File: config.mk
export PLATFORM = sky130hd
export DESIGN_NAME = fp_round_pack
export DESIGN_NICKNAME = d
export VERILOG_FILES = /design/src/rtl/fp_pkg.sv /design/src/rtl/fp_round_rne.sv /design/src/rtl/fp_round_pack.sv
export SDC_FILE = /design/constraint.sdc
export NUM_CORES = 1
export LEC_CHECK = 0
export BUFFER_PORTS_ARGS = -buffer_cell sky130_fd_sc_hd__buf_4
export CORE_MARGIN = 2
export CORE_UTILIZATION = 52
export CTS_BUF_LIST = sky130_fd_sc_hd__clkbuf_8
export CTS_CLUSTER_DIAMETER = 150
export CTS_CLUSTER_SIZE = 8
export DETAILED_ROUTE_END_ITERATION = 10
export PLACE_DENSITY = 0.79
export SLEW_MARGIN = 20
export SYNTH_ARGS = -nofsm -noshare
export SYNTH_HDL_FRONTEND = slang
export SYNTH_SLANG_ARGS = --single-unit
File: constraint.sdc
create_clock -name clk -period 2.2 [get_ports clk]
set_input_delay 0.44 -clock clk [delete_from_list [all_inputs] [get_ports clk]]
set_output_delay 0.44 -clock clk [all_outputs]
set_load 0.02 [all_outputs]
File: src/rtl/fp_pkg.sv
// Shared floating-point datapath definitions for the single-precision
// adder/subtractor (normaliser, round/pack) and the multiplier path.
package fp_pkg;

    localparam int EXP_W   = 8;
    localparam int MAN_W   = 23;
    localparam int BIAS    = 127;
    localparam int EXP_MAX = 255;

    // Guard, round and sticky bits left over below the significand LSB.
    typedef struct packed {
        logic g;
        logic r;
        logic s;
    } grs_t;

endpackage

File: src/rtl/fp_round_rne.sv
// Round-to-nearest-even increment of a significand using its guard,
// round and sticky bits. Purely combinational so the multiplier path
// can reuse it. mant_r carries one extra bit for the rounding carry.
module fp_round_rne
    import fp_pkg::*;
#(
    parameter int SIG_W = fp_pkg::MAN_W + 1
) (
    input  logic [SIG_W-1:0] mant,
    input  grs_t             grs,
    output logic [SIG_W:0]   mant_r,
    output logic             inexact
);

    logic round_up_s;

    // Round up above the halfway point, or exactly at it when the LSB is odd.
    always_comb begin
        round_up_s = grs.g & (grs.r | grs.s | mant[0]);
        mant_r     = {1'b0, mant} + {{SIG_W{1'b0}}, round_up_s};
        inexact    = grs.g | grs.r | grs.s;
    end

endmodule

File: src/rtl/fp_round_pack.sv
// Final stage of the single-precision add/sub datapath: rounds the
// normalised significand (RNE), fixes up a rounding carry, saturates to
// +/-Inf on overflow, flushes to +/-0 on underflow and packs the IEEE word.
// Two-stage valid/ready pipeline: s1 rounds, s2 fixes, packs and holds the
// output registers. Both stages may be full, so the block keeps full
// throughput under backpressure.
module fp_round_pack #(
    parameter int EXP_W = fp_pkg::EXP_W,
    parameter int MAN_W = fp_pkg::MAN_W
) (
    input  logic                   clk,
    input  logic                   rst_n,
    input  logic                   in_valid,
    output logic                   in_ready,
    input  logic                   sign_in,
    input  logic [EXP_W-1:0]       exp_in,
    input  logic signed [7:0]      incr,
    input  logic [MAN_W:0]         mant_in,
    input  logic [2:0]             grs_in,
    output logic                   out_valid,
    input  logic                   out_ready,
    output logic [EXP_W+MAN_W:0]   result,
    output logic                   overflow,
    output logic                   underflow,
    output logic                   inexact
);

    import fp_pkg::*;

    localparam int SIG_W = MAN_W + 1;
    localparam int EW    = EXP_W + 2;           // signed headroom for the shift
    localparam int RES_W = 1 + EXP_W + MAN_W;

    localparam logic signed [EW-1:0] EXP_SAT  = EW'((1 << EXP_W) - 1);
    localparam logic signed [EW-1:0] EXP_ONE  = EW'(1);
    localparam logic signed [EW-1:0] EXP_ZERO = EW'(0);

    // Handshake enables
    logic s2_adv_s;
    logic s1_adv_s;

    // Rounding of the incoming operand
    logic [SIG_W:0]        mant_r_s;
    logic                  rnd_inexact_s;
    logic signed [EW-1:0]  exp_adj_s;

    // Stage 1 state
    logic                  s1_valid_q,   s1_valid_d;
    logic                  s1_sign_q,    s1_sign_d;
    logic signed [EW-1:0]  s1_exp_adj_q, s1_exp_adj_d;
    logic [SIG_W:0]        s1_mant_r_q,  s1_mant_r_d;
    logic                  s1_is_zero_q, s1_is_zero_d;
    logic                  s1_inexact_q, s1_inexact_d;

    // Fix-up and pack of the stage-1 contents
    logic [MAN_W-1:0]      mant_f_s;
    logic signed [EW-1:0]  exp_f_s;
    logic [RES_W-1:0]      pk_result_s;
    logic                  pk_overflow_s;
    logic                  pk_underflow_s;
    logic                  pk_inexact_s;

    // Stage 2 (output) state
    logic                  out_valid_q,  out_valid_d;
    logic [RES_W-1:0]      result_q,     result_d;
    logic                  overflow_q,   overflow_d;
    logic                  underflow_q,  underflow_d;
    logic                  inexact_q,    inexact_d;

    fp_round_rne #(
        .SIG_W (SIG_W)
    ) u_rne (
        .mant    (mant_in),
        .grs     (grs_t'(grs_in)),
        .mant_r  (mant_r_s),
        .inexact (rnd_inexact_s)
    );

    // Pipeline enables; in_ready depends on out_ready and state, never on in_valid.
    always_comb begin
        s2_adv_s = !out_valid_q | out_ready;
        s1_adv_s = !s1_valid_q | s2_adv_s;
    end

    // Exponent after the normaliser shift, widened so it can go negative or past the max.
    always_comb begin
        exp_adj_s = $signed({2'b00, exp_in}) + $signed({{(EW-8){incr[7]}}, incr});
    end

    // Stage-1 next state: capture a new operand whenever the stage can move.
    always_comb begin
        s1_valid_d   = s1_valid_q;
        s1_sign_d    = s1_sign_q;
        s1_exp_adj_d = s1_exp_adj_q;
        s1_mant_r_d  = s1_mant_r_q;
        s1_is_zero_d = s1_is_zero_q;
        s1_inexact_d = s1_inexact_q;
        if (s1_adv_s) begin
            s1_valid_d = in_valid;
            if (in_valid) begin
                s1_sign_d    = sign_in;
                s1_exp_adj_d = exp_adj_s;
                s1_mant_r_d  = mant_r_s;
                s1_is_zero_d = (mant_in == {SIG_W{1'b0}});
                s1_inexact_d = rnd_inexact_s;
            end else begin
                s1_is_zero_d = s1_is_zero_q;
            end
        end else begin
            s1_valid_d = s1_valid_q;
        end
    end

    // Rounding-carry fix-up, then zero / overflow / underflow / normal packing in priority order.
    always_comb begin
        if (s1_mant_r_q[SIG_W]) begin
            mant_f_s = s1_mant_r_q[MAN_W:1];
            exp_f_s  = s1_exp_adj_q + EXP_ONE;
        end else begin
            mant_f_s = s1_mant_r_q[MAN_W-1:0];
            exp_f_s  = s1_exp_adj_q;
        end

        pk_result_s    = {RES_W{1'b0}};
        pk_overflow_s  = 1'b0;
        pk_underflow_s = 1'b0;
        pk_inexact_s   = 1'b0;
        if (s1_is_zero_q) begin
            // Exact cancellation always yields +0.
            pk_result_s = {RES_W{1'b0}};
        end else if (exp_f_s >= EXP_SAT) begin
            pk_result_s   = {s1_sign_q, {EXP_W{1'b1}}, {MAN_W{1'b0}}};
            pk_overflow_s = 1'b1;
            pk_inexact_s  = 1'b1;
        end else if (exp_f_s <= EXP_ZERO) begin
            // Subnormal range is flushed to a signed zero.
            pk_result_s    = {s1_sign_q, {(RES_W-1){1'b0}}};
            pk_underflow_s = 1'b1;
            pk_inexact_s   = 1'b1;
        end else begin
            pk_result_s  = {s1_sign_q, exp_f_s[EXP_W-1:0], mant_f_s};
            pk_inexact_s = s1_inexact_q;
        end
    end

    // Stage-2 next state: load the packed word when the output slot frees up, else hold.
    always_comb begin
        out_valid_d = out_valid_q;
        result_d    = result_q;
        overflow_d  = overflow_q;
        underflow_d = underflow_q;
        inexact_d   = inexact_q;
        if (s2_adv_s) begin
            out_valid_d = s1_valid_q;
            if (s1_valid_q) begin
                result_d    = pk_result_s;
                overflow_d  = pk_overflow_s;
                underflow_d = pk_underflow_s;
                inexact_d   = pk_inexact_s;
            end else begin
                result_d    = result_q;
            end
        end else begin
            out_valid_d = out_valid_q;
        end
    end

    // Pipeline registers; async reset drops every in-flight item at once.
    always_ff @(posedge clk or negedge rst_n) begin
        if (!rst_n) begin
            s1_valid_q   <= 1'b0;
            s1_sign_q    <= 1'b0;
            s1_exp_adj_q <= EXP_ZERO;
            s1_mant_r_q  <= {(SIG_W+1){1'b0}};
            s1_is_zero_q <= 1'b0;
            s1_inexact_q <= 1'b0;
            out_valid_q  <= 1'b0;
            result_q     <= {RES_W{1'b0}};
            overflow_q   <= 1'b0;
            underflow_q  <= 1'b0;
            inexact_q    <= 1'b0;
        end else begin
            s1_valid_q   <= s1_valid_d;
            s1_sign_q    <= s1_sign_d;
            s1_exp_adj_q <= s1_exp_adj_d;
            s1_mant_r_q  <= s1_mant_r_d;
            s1_is_zero_q <= s1_is_zero_d;
            s1_inexact_q <= s1_inexact_d;
            out_valid_q  <= out_valid_d;
            result_q     <= result_d;
            overflow_q   <= overflow_d;
            underflow_q  <= underflow_d;
            inexact_q    <= inexact_d;
        end
    end

    // Registered outputs and the combinational ready.
    always_comb begin
        in_ready  = s1_adv_s;
        out_valid = out_valid_q;
        result    = result_q;
        overflow  = overflow_q;
        underflow = underflow_q;
        inexact   = inexact_q;
    end

endmodule

==> impl_metrics.ini, run 1 <==
[final_layout]
final_cells = 646
antenna_cells = 0
layout_commonest_cell = buf_4
drive_gt1_share_pct = 32.4
layout_common_cells = buf_4 (110), nand2_1 (76), dfrtp_1 (73)
syn2layout_area_growth_pct = 28.5
nets = 599
fill_cells = 592

[yosys]
syn_area_per_cell_sq_um = 9.74
yosysSeqAreaShare_pct = 44.4
ys_types = 49
ys_ff_latch = 75
syn_inst = 434
syn-num-nets = 494
syn_area_sq_um = 4230
yosys_warnings = 0

[critical_path]
critPathLaunchType = flip-flop
critPathCaptureType = flip-flop
crit_cells = 8
critPathKind = flip-flop to flip-flop
crit_arrival_ns = 2.57
required_ns = 2.49
critical_path.top_delay_family = compound AO/OA/AOI/OAI gates
rrSetupSlack_ns = -0.08
crit_top_cell = buf_4
path_cells = buf_4, nor4_1, a41oi_1, or3_1, a2111o_1, buf_4, a211oi_4, a211o_1
ff2ff_path_depth = 8
max_stage_delay_ns = 0.42
worst-path-buf-inv = 2
slowest_stage = dfrtp_1
cp_max_fo = 5

[clock_network]
cts_buffer_depth = 2
clkSlewWorstSetupHoldPaths_ns = 0.08
htree_num_levels = 3
cts_hold_buf = 0
root_buffer = clkbuf_8
clock_sinks = 75
cts_tree = built
insertion_delay_ns = 0.35
cts_made_buffers = 9

[grt]
grt_first_pass_wirelength_microns = 15800
grtUsageTotal_pct = 22.8
grt_overflow = 0
antenna_found_initial = 0
grt_max_degree = 60
grt_pass1_vias = 3387

[timing]
slew_viol_final = 0
skew_ns = 0.0133
min_period_ns = 2.28
period_share_pct = 104
tightest_slew_ns = 0.713
max_slew_margin_pct = 52.5
rsz0062_at_grt = yes
timing.hold.ws_ns = 0.142
setup_tns_ns = -0.930
hold_violations = 0
setup_viol = 22
max_freq_mhz = 438
setup_slack_ns = -0.0818

[place]
dp_hpwl_microns = 7100
dp.cells = 625
post-place-ws_ns = -0.142
place.gp.congestion = 0.795
port_buffers = 84

[route]
drc = 0
vias_per_cell = 5.47
drt-initial-drc-count = 152
drt_wl_total_microns = 9780
firstDrtPassIters = 5
wl_per_cell_microns = 15.1
ant_nets = 0
vias = 3533

[run]
max_cap_violations = 0

[run_status]
outcome = complete, but fails checks
violations = setup timing

[power_and_ir_drop]
p_leak_nw = 2.43
ir_worst_vdd_uv = 377
power.density_nw_per_um2 = 781
p_total_mw = 4.24

[floorplanning]
fp.dieH_microns = 94.2
start_util_pct = 54.2
rows = 32
io_pins = 85
dieArea_sq_um = 8870
core_sq_um = 7810
die_w_microns = 94.2

[hold_path]
worstHoldPathType = input pin to async pin
## metrics by stage
step	instance area, sq um	util [%]
after floorplan	4230	-
after global placement	5090	65.2
after detailed placement	5090	65.2
after CTS	5320	68.1
after global routing	5430	69.6
final	5430	69.6
## path summary, 6_finish.rpt
| kind | start | to |
|---|---|---|
| max reg2reg | s1_exp_adj_q[1] | inexact |
| max in group asynchronous | rst_n | s1_mant_r_q[23] |
| min reg2reg | result[29] | result[29] |
| min in group clk | in_valid | s1_valid_q |
| max | s1_exp_adj_q[1] | inexact |
| min | rst_n | s1_mant_r_q[21] |
## kinds of logic (layout without fill, tap and decap cells)
group	Yosys count	count (layout)	synth area share, %
AO/OA/AOI/OAI	91	91	15.0
XOR/XNOR	37	37	7.66
adder cells (fa/ha/maj)	12	12	3.73
buffers and inverters	36	146	4.20
flip-flops	75	75	44.4
multiplexers	28	28	6.78
AND/OR/NAND/NOR	155	155	18.2
## routing by layer
layer  up-vias  global-route usage, %  share of wire (%)
li1       1739                      -                  -
met5         -                      0                  0
met4         0                   7.85                1.8
met2        86                   38.8                 52
met3        15                   3.45                3.8
met1      1693                   29.6                 42
## cell type report
| class | count | area [sq um] | area share [%] |
|---|---|---|---|
| inverter | 15 | 56.3 | 1.04 |
| timing repair buffer | 115 | 922 | 17.0 |
| multi-input combinational | 323 | 2260 | 41.6 |
| tap | 102 | 128 | 2.35 |
| clock buffer | 9 | 124 | 2.28 |
| sequential | 75 | 1880 | 34.6 |
| clock inverter | 7 | 61.3 | 1.13 |
## power by group
group,switching (mW),total [mW],internal (mW)
sequential,0.203,1.84,1.64
combinational,0.747,1.40,0.650
clock,0.494,1.01,0.512
## sequential cells by signal (all words and copies together), names as in the netlist
name          count
s1_exp_adj_q     10
s1_mant_r_q      25
s1_sign_q         1
s1_valid_q        1
result           32
underflow         1
s1_is_zero_q      1
s1_inexact_q      1
inexact           1
out_valid         1
overflow          1
## cell usage after synthesis (all sizes together)
library cell,n,area share [%]
nand2,79,7.0
dfrtp,75,44
o21ai,59,8.8
mux2i,23,5.4
xor2,20,4.1
xnor2,17,3.5
inv,15,1.3
nor2,15,1.3
clkbuf,14,1.2
ha,11,3.3
nand4,11,2.1
nor3,10,1.5
nor4,10,1.6
buf,7,1.6
nand3,7,0.83
a221o,6,1.4
a21oi,5,0.59
and3,5,0.74
mux2,5,1.3
nand2b,5,0.74
a211oi,4,0.83
a21o,3,0.53
nor3b,3,0.53
o31ai,3,0.53
or3,3,0.44
a2111o,2,0.53
a41oi,2,0.41
nand3b,2,0.36
o211ai,2,0.47
o21a,2,0.36
a211o,1,0.21
a31oi,1,0.15
and2,1,0.15
and2b,1,0.24
fa,1,0.47
nor2b,1,0.15
o32ai,1,0.21
or2,1,0.15
or4,1,0.27
## timing repair
item                                    CTS  global route
pin swaps                                 2             2
buffers inserted                          0             4
resized for setup                         8             9
cloned                                    0             1
endpoints found under the setup margin   30            32
No activity file was read; power rests on OpenSTA's default activity.
==> run 2: changes to the inputs <==
- CORE_ASPECT_RATIO: unset -> 1.25
==> run 2 against run 1 <==
Against the previous run: the run still ends with setup timing left; sequential power hardly changed; worst setup slack better by 0.053 ns; hold slack worse by 0.12 ns; highest routed layer unchanged; via count is 3.8% higher; flip-flop and latch count stayed put; largest power group unchanged; critical endpoint is now result[4]; count of clock-buffer cells in the layout is 2 higher; register-to-register slack better by 0.05 ns; design area is 0.88% higher; routed wire length is 4.6% higher; largest cell class unchanged; final cell count is 0.62% lower; global-route usage is 1.5 points higher; clock skew hardly changed.
==> impl_metrics.ini, run 2 (same netlist as run 1, synthesis figures left out) <==
[grt]
grt_pass1_vias = 3686
grt_first_pass_wirelength_microns = 17200
grt_max_degree = 44
grtUsageTotal_pct = 24.2
antenna_found_initial = 0
grt_overflow = 0

[floorplanning]
io_pins = 85
dieArea_sq_um = 8870
core_sq_um = 7840
die_w_microns = 84.7
fp.dieH_microns = 105
start_util_pct = 53.9
rows = 36

[run_status]
outcome = complete, but fails checks
violations = setup timing

[timing]
setup_slack_ns = -0.0286
period_share_pct = 101
slew_viol_final = 0
setup_viol = 19
skew_ns = 0.0134
timing.hold.ws_ns = 0.0256
tightest_slew_ns = 0.432
hold_violations = 0
rsz0062_at_grt = yes
setup_tns_ns = -0.275
max_slew_margin_pct = 71.2
min_period_ns = 2.23
max_freq_mhz = 449

[critical_path]
required_ns = 2.44
cp_max_fo = 7
max_stage_delay_ns = 0.48
path_cells = buf_4, nand2_2, nor3_4, or3_1, a2111o_1, o211ai_4, buf_6, buf_12, o21ai_2
crit_arrival_ns = 2.47
slowest_stage = a2111o_1
critPathCaptureType = flip-flop
critPathKind = flip-flop to flip-flop
critPathLaunchType = flip-flop

[power_and_ir_drop]
swShare_pct = 33.7
p_clk_share_pct = 24.9
p_int_mw = 2.88
p_comb_share_pct = 32.6
switching_power_mw = 1.46
p_seq_share_pct = 42.5
power.density_nw_per_um2 = 792
p_total_mw = 4.34
ir_worst_vdd_uv = 473
p_leak_nw = 2.46

[place]
placed_area_sq_um = 5100
post-place-ws_ns = -0.0794
dp_hpwl_microns = 7330
place.gp.congestion = 0.862
port_buffers = 84
dp.cells = 621

[route]
vias_per_cell = 5.71
wl_per_cell_microns = 15.9
drt-initial-drc-count = 172
firstDrtPassIters = 4
drc = 0
drt_wl_total_microns = 10200
vias = 3667
ant_nets = 0

[clock_network]
htree_num_levels = 3
insertion_delay_ns = 0.36
root_buffer = clkbuf_8
cts_made_buffers = 9
clock_sinks = 75
cts_tree = built
clkSlewWorstSetupHoldPaths_ns = 0.07
cts_buffer_depth = 2

[hold_path]
worstHoldPathType = input pin to async pin

[final_layout]
post-route-util_pct = 69.9
nets = 602
syn2layout_area_growth_pct = 29.6
largest_reg_flops = 32
final_cells = 642
layout_commonest_cell = buf_4
layout_common_cells = buf_4 (111), nand2_1 (77), dfrtp_1 (73)
final_area_sq_um = 5480
antenna_cells = 0
drive_gt1_share_pct = 32.5

[run]
max_cap_violations = 0
## run 2: worst paths after layout
check / from / to / slack [ns] / depth (start not counted)
max in group asynchronous: rst_n / result[22] / 1.61 / 2
worst min-delay path: rst_n / s1_exp_adj_q[9] / 0.03 / 1
worst min register to register: result[17] / result[17] / 0.48 / 2
worst max-delay path: s1_exp_adj_q[0] / result[4] / -0.03 / 9
min in group clk: in_valid / s1_valid_q / 0.29 / 2
worst max register to register: s1_exp_adj_q[0] / result[4] / -0.03 / 9
## run 2: power groups by stage
stage	logic, mW	registers [mW]	clock network, mW
finish	1.42	1.84	1.08
detailed placement	1.31	1.86	0
CTS	1.40	1.84	1.10
global route	1.54	1.88	1.16
floorplan	0.573	2.00	0
global placement	1.27	1.85	0
## run 2: layout make-up
class	count	area, sq um
sequential	75	1880
inverter	15	56.3
clock inverter	5	52.6
clock buffer	11	151
fill	579	2360
timing repair buffer	118	971
tap	95	119
multi-input combinational	323	2250
## run 2: repair_timing
| action | 4_1_cts | 5_1_grt |
|---|---|---|
| setup buffers | 1 | 2 |
| hold buffers | 0 | 0 |
| cloned | 2 | 0 |
| setup endpoints to repair | 28 | 32 |
| pin swaps | 6 | 1 |
| gates resized for setup | 11 | 7 |
## run 2: critical path, delay by kind of cell (launching register included)
family | cells | cell delay (ns)
AO/OA/AOI/OAI | 3 | 0.70
buffers and inverters | 3 | 0.48
flip-flops | 1 | 0.42
AND/OR/NAND/NOR | 3 | 0.53
## run 2: layer usage
layer,routed length (microns),track usage [%],up-vias
met1,3920,29.4,1781
met4,294,11.1,0
met2,5490,41.8,114
li1,-,-,1750
met5,0,0,-
met3,519,3.95,22
